File: config.mk
export PLATFORM = sky130hd
export DESIGN_NAME = obi_host_bridge
export DESIGN_NICKNAME = d
export VERILOG_FILES = /design/src/rtl/obi_host_bridge.sv
export SDC_FILE = /design/constraint.sdc
export NUM_CORES = 1
export LEC_CHECK = 0
export CORE_MARGIN = 3
export CORE_UTILIZATION = 26
export CTS_CLUSTER_DIAMETER = 200
export CTS_CLUSTER_SIZE = 28
export DETAILED_ROUTE_END_ITERATION = 7
export PLACE_DENSITY = 0.78
export SLEW_MARGIN = 20
export SYNTH_ARGS = -nofsm -noshare
export SYNTH_HDL_FRONTEND = slang
export SYNTH_SLANG_ARGS = --single-unit
File: constraint.sdc
create_clock -name clk_sys_in -period 1.54 [get_ports clk_sys_in]
set_input_delay 0.385 -clock clk_sys_in [delete_from_list [all_inputs] [get_ports clk_sys_in]]
set_output_delay 0.385 -clock clk_sys_in [all_outputs]
set_load 0.01 [all_outputs]
File: src/rtl/obi_host_bridge.sv
// OBI core-to-network host bridge: decodes the core address map, forwards mapped
// requests to the network and answers unmapped ones locally with an error, in grant order.
module obi_host_bridge #(
    parameter int unsigned AddrWidth = 32,
    parameter int unsigned DataWidth = 32,
    parameter int unsigned Depth     = 2
) (
    input  logic                   clk_sys_in,
    input  logic                   rst_sys_in,
    // core side
    input  logic                   data_req_i,
    input  logic                   data_we_i,
    input  logic [DataWidth/8-1:0] data_be_i,
    input  logic [AddrWidth-1:0]   data_addr_i,
    input  logic [DataWidth-1:0]   data_wdata_i,
    output logic                   data_gnt_o,
    output logic                   data_rvalid_o,
    output logic                   data_err_o,
    output logic [DataWidth-1:0]   data_rdata_o,
    // network request
    output logic                   req_valid_o,
    input  logic                   req_ready_i,
    output logic [AddrWidth-1:0]   req_tgt_addr_o,
    output logic                   req_wen_o,
    output logic [DataWidth-1:0]   req_wdata_o,
    output logic [DataWidth/8-1:0] req_be_o,
    // network response
    input  logic                   resp_valid_i,
    output logic                   resp_ready_o,
    input  logic [DataWidth-1:0]   resp_rdata_i
);

    localparam int unsigned PtrWidth = (Depth > 1) ? $clog2(Depth) : 1;
    localparam int unsigned CntWidth = $clog2(Depth + 1);

    localparam logic [PtrWidth-1:0] LastPtr  = PtrWidth'(Depth - 1);
    localparam logic [PtrWidth-1:0] PtrOne   = PtrWidth'(1);
    localparam logic [CntWidth-1:0] DepthCnt = CntWidth'(Depth);
    localparam logic [CntWidth-1:0] CntOne   = CntWidth'(1);

    localparam logic [63:0] RamLo   = 64'h0000_0000_0010_0000;
    localparam logic [63:0] RamHi   = 64'h0000_0000_0010_FFFF;
    localparam logic [63:0] GpioLo  = 64'h0000_0000_8000_0000;
    localparam logic [63:0] GpioHi  = 64'h0000_0000_8000_0FFF;
    localparam logic [63:0] UartLo  = 64'h0000_0000_8000_1000;
    localparam logic [63:0] UartHi  = 64'h0000_0000_8000_1FFF;
    localparam logic [63:0] TimerLo = 64'h0000_0000_8000_2000;
    localparam logic [63:0] TimerHi = 64'h0000_0000_8000_2FFF;

    typedef enum logic [2:0] {
        REGION_NONE,
        REGION_RAM,
        REGION_GPIO,
        REGION_UART,
        REGION_TIMER
    } region_e;

    // Tracking FIFO: one bit per outstanding transaction, 1 = answer locally with error.
    logic [Depth-1:0]     fifo_q,   fifo_d;
    logic [PtrWidth-1:0]  wr_ptr_q, wr_ptr_d;
    logic [PtrWidth-1:0]  rd_ptr_q, rd_ptr_d;
    logic [CntWidth-1:0]  count_q,  count_d;

    logic                 rvalid_q, rvalid_d;
    logic                 err_q,    err_d;
    logic [DataWidth-1:0] rdata_q,  rdata_d;

    region_e              region;
    logic                 mapped;
    logic                 has_room;
    logic                 fifo_empty;
    logic                 head_err;
    logic                 push;
    logic                 pop;

    function automatic logic in_window(input logic [63:0] addr,
                                       input logic [63:0] lo,
                                       input logic [63:0] hi);
        return (addr >= lo) && (addr <= hi);
    endfunction

    function automatic logic [PtrWidth-1:0] next_ptr(input logic [PtrWidth-1:0] ptr);
        return (ptr == LastPtr) ? '0 : ptr + PtrOne;
    endfunction

    always_comb begin
        logic [63:0] addr_ext;
        addr_ext = 64'(data_addr_i);
        region   = REGION_NONE;
        if (in_window(addr_ext, RamLo, RamHi)) begin
            region = REGION_RAM;
        end else if (in_window(addr_ext, GpioLo, GpioHi)) begin
            region = REGION_GPIO;
        end else if (in_window(addr_ext, UartLo, UartHi)) begin
            region = REGION_UART;
        end else if (in_window(addr_ext, TimerLo, TimerHi)) begin
            region = REGION_TIMER;
        end
        mapped = (region != REGION_NONE);
    end

    // Handshakes. A full tracker blocks the grant even if a pop frees a slot this cycle.
    always_comb begin
        fifo_empty   = (count_q == '0);
        has_room     = (count_q < DepthCnt);
        head_err     = fifo_q[rd_ptr_q];

        req_valid_o  = data_req_i & mapped & has_room;
        data_gnt_o   = data_req_i & has_room & (req_ready_i | ~mapped);
        resp_ready_o = ~fifo_empty & ~head_err;

        push         = data_gnt_o;
        pop          = ~fifo_empty & (head_err | resp_valid_i);
    end

    assign req_tgt_addr_o = data_addr_i;
    assign req_wen_o      = data_we_i;
    assign req_wdata_o    = data_wdata_i;
    assign req_be_o       = data_be_i;

    // NOTE: every always_comb output gets a default first so no path can infer a latch.
    always_comb begin
        fifo_d   = fifo_q;
        wr_ptr_d = wr_ptr_q;
        rd_ptr_d = rd_ptr_q;
        count_d  = count_q;

        if (push) begin
            fifo_d[wr_ptr_q] = ~mapped;
            wr_ptr_d         = next_ptr(wr_ptr_q);
        end
        if (pop) begin
            rd_ptr_d = next_ptr(rd_ptr_q);
        end

        unique case ({push, pop})
            2'b10:   count_d = count_q + CntOne;
            2'b01:   count_d = count_q - CntOne;
            default: count_d = count_q;
        endcase

        rvalid_d = pop;
        err_d    = pop & head_err;
        rdata_d  = (pop && !head_err) ? resp_rdata_i : '0;
    end

    // NOTE: sequential state uses non-blocking assignments only, so every flop samples
    // the pre-edge value of its neighbours regardless of statement order.
    // NOTE: the tracker bits are reset as well; they are few, and a clean reset keeps
    // a stale error marker from ever reaching the head after a mid-transaction reset.
    always_ff @(posedge clk_sys_in or negedge rst_sys_in) begin
        if (!rst_sys_in) begin
            fifo_q   <= '0;
            wr_ptr_q <= '0;
            rd_ptr_q <= '0;
            count_q  <= '0;
            rvalid_q <= 1'b0;
            err_q    <= 1'b0;
            rdata_q  <= '0;
        end else begin
            fifo_q   <= fifo_d;
            wr_ptr_q <= wr_ptr_d;
            rd_ptr_q <= rd_ptr_d;
            count_q  <= count_d;
            rvalid_q <= rvalid_d;
            err_q    <= err_d;
            rdata_q  <= rdata_d;
        end
    end

    assign data_rvalid_o = rvalid_q;
    assign data_err_o    = err_q;
    assign data_rdata_o  = rdata_q;

endmodule

==> key figures <==
Synthesis
  • Yosys warns: 0
  • Area share of the largest cell type after synthesis: 49.9%
  • Dominant cell type by area after synthesis: dfrtp_1
  • Post-synthesis register bit count: 40
  • Mean post-synth cell area: 11.1 um2
  • Post-Syn Area: 0.00201 mm2
  • Synth Net Count: 287
  • Yosys cell types: 25
  • Synth top area cells: dfrtp_1, buf_4, and3_1
  • Post-synthesis sequential area ratio: 49.9%
  • Mapped Cells: 180

Pwr
  • Lkg Pwr: ~1.8 nW
  • Tot Pwr: 3.91 mW
  • Peak VDD IR: 0.826 mV
  • Pwr/cell area: 1290 mW/mm2

Timing
  • Setup violations, final: 5
  • Clock Skew: 0.00310 ns
  • Minimum clock period: 1.82 ns
  • Fin worst setup slack: -0.277 ns
  • Unrepaired setup endpoints after global routing: true
  • Tightest Pin Transition: about 0.26 ns
  • Fmax: 550 MHz
  • Slew Limit Fails: 0
  • Slew margin rel.: a little over 80%
  • Final hold vios: 0
  • Fin crit share: 118%

Clock tree
  • Clk root buf: clkbuf_8
  • Clock transition at path regs: 0.07 ns
  • TritonCTS Buffers: 5
  • Clk_lat worst skew: 0.28 ns
  • # hold bufs at CTS: 0
  • H-tree depth: 2
  • Num Clock Sinks: 40
  • CTS tree: built
  • CTS Buffer Depth: 2

Placed design
  • DP Area: just under 0.003 mm2
  • Detailed Place HPWL: just under 5 mm
  • Pre-CTS setup slack: -1.05 ns
  • Gpl congestion: 0.693
  • Port-buffer cells: 113

Routing
  • Vias per cell: 4.14
  • Final antenna-violating net count: 0
  • WL per Instance: 17.7 um
  • Routed WL: 6.10 mm
  • Via count: approximately 1.4k
  • DRC errors left: 0
  • Detailed Routing Iterations Pass 1: 4
  • DR iter-0 viols: 39

GRT
  • First-pass GRT wire length: 8.48 mm
  • Tot GR Track Use: roughly 13%
  • Initial antenna violation count: 0
  • Gr ovfl total: 0
  • Largest net degree at the start of global routing: 41
  • Number of global-route vias before repair: 1469

Finish
  • Fin area: roughly 0.0030 mm2
  • Share of layout cells above drive strength 1: approximately 24%
  • Final #Nets: 352
  • Final Core Density: 41.2%
  • Most common cell after layout, fill and taps aside: clkdlybuf4s50_1
  • Ant diodes: 0
  • Most frequent cells in the layout: clkdlybuf4s50_1, dfrtp_1, and3_1
  • Area grow syn2layout: 51.5%

Setup path
  • Crit path kind: primary input to output port
  • CP startpoint kind: primary input
  • R2R cell count: 8
  • Worst R2R Start: rd_ptr_q
  • CP max FO: 2
  • CP required: 1.15 ns
  • Worst setup startpoint: data_addr_i[23]
  • Setup crit end kind: output port
  • Data arrival, critical path: 1.43 ns

Die
  • Total Die Area: between 0.008 and 0.009 mm2
  • Die H: about 94 um
  • Starting Density: a little over a quarter
  • IO Pins: 212
  • Placement Rows: 31
  • Die Wd: around 94 um
  • Core Area: 0.00737 mm2

Min path
  • Hold/Removal Path Class: primary input to async pin

Outcome
  • Failing checks: negative setup slack
  • Status: finished, violations left

Run
  • Max_cap viols: 0
-- per-layer routing --
| layer | global-route usage, % | up-vias | wire length (um) | share of wire, % |
|---|---|---|---|---|
| met1 | 10.9 | 654 | 1640 | 27 |
| met4 | 4.81 | 0 | 129 | 2.1 |
| li1 | - | 653 | - | - |
| met3 | 6.73 | 14 | 800 | 13 |
| met2 | 24.8 | 109 | 3530 | 58 |
| met5 | 0 | - | 0 | 0 |
-- stage by stage --
step	setup TNS, ns	std cells	hold slack, ns
2_1_floorplan	-0.265	180	0.0894
3_3_place_gp	-11.14	334	0.365
3_5_place_dp	-11.48	334	0.370
4_1_cts	-0.973	345	0.0636
5_1_grt	-1.24	345	0.0627
6_report	-0.739	345	0.0595
-- worst max-delay path, cell delays in order --
cell,delay (ns)
buf_2,0.12
nor4_4,0.25
nand4_2,0.17
buf_4,0.18
nor3b_1,0.16
buf_2,0.17
-- Yosys cell counts --
master	number
xor2_1	2
a32o_1	1
and3_1	32
inv_1	1
nand2_1	2
nor4_4	1
buf_2	3
buf_4	69
nor3b_1	1
nor2_2	1
nor4_2	2
a21oi_1	1
nor4b_1	1
nor2b_1	3
o31ai_4	1
xnor2_1	3
clkbuf_1	3
ha_1	1
nor2_1	5
mux2_2	1
nand3_1	1
dfrtp_1	40
or2_1	1
nand4_2	1
o21ai_0	3
-- final cells by class --
| cell class | count | area [um2] |
|---|---|---|
| inverter | 1 | 3.75 |
| timing repair buffer | 133 | 1270 |
| sequential | 40 | 1000 |
| clock buffer | 6 | 72.6 |
| tap | 99 | 124 |
| clock inverter | 2 | 35.0 |
| multi-input combinational | 64 | 532 |
| fill | 709 | 4330 |
-- path summary, 6_finish.rpt --
path | end | slack [ns]
max | req_valid_o | -0.28
min | data_rdata_o[21] | 0.06
max reg2reg | count_q[1] | -0.12
min reg2reg | fifo_q[0] | 0.52
max in group asynchronous | data_rvalid_o | 1.28
min in group clk_sys_in | fifo_q[0] | 0.52
-- power breakdown --
part	switching, mW	leakage, nW	total [mW]	internal (mW)
registers	0.108	0.530	1.43	1.32
clock network	0.327	0.0552	0.808	0.480
logic	0.745	1.25	1.67	0.928
total	1.18	1.84	3.91	2.73
-- cell families after synthesis --
| kind of cell | synth area share [%] |
|---|---|
| flops | 49.9 |
| simple gates | 16.8 |
| buf+inv | 27.3 |
| compound gates | 2.56 |
| fa+ha+maj | 0.624 |
| xor+xnor | 2.18 |
| mux | 0.561 |
-- what timing repair did --
| item | in CTS | in global routing |
|---|---|---|
| setup endpoints to repair | 42 | 26 |
| gates resized for setup | 112 | 25 |
| pin swaps | 9 | 4 |
| buffers inserted | 3 | 0 |
-- registers in the layout, indices dropped and copies added, names as in the netlist --
name / count
wr_ptr_q: 1
data_rdata_o: 32
rd_ptr_q: 1
fifo_q: 2
count_q: 2
data_err_o: 1
data_rvalid_o: 1
Note: power is estimated with default switching activity, not from simulation.
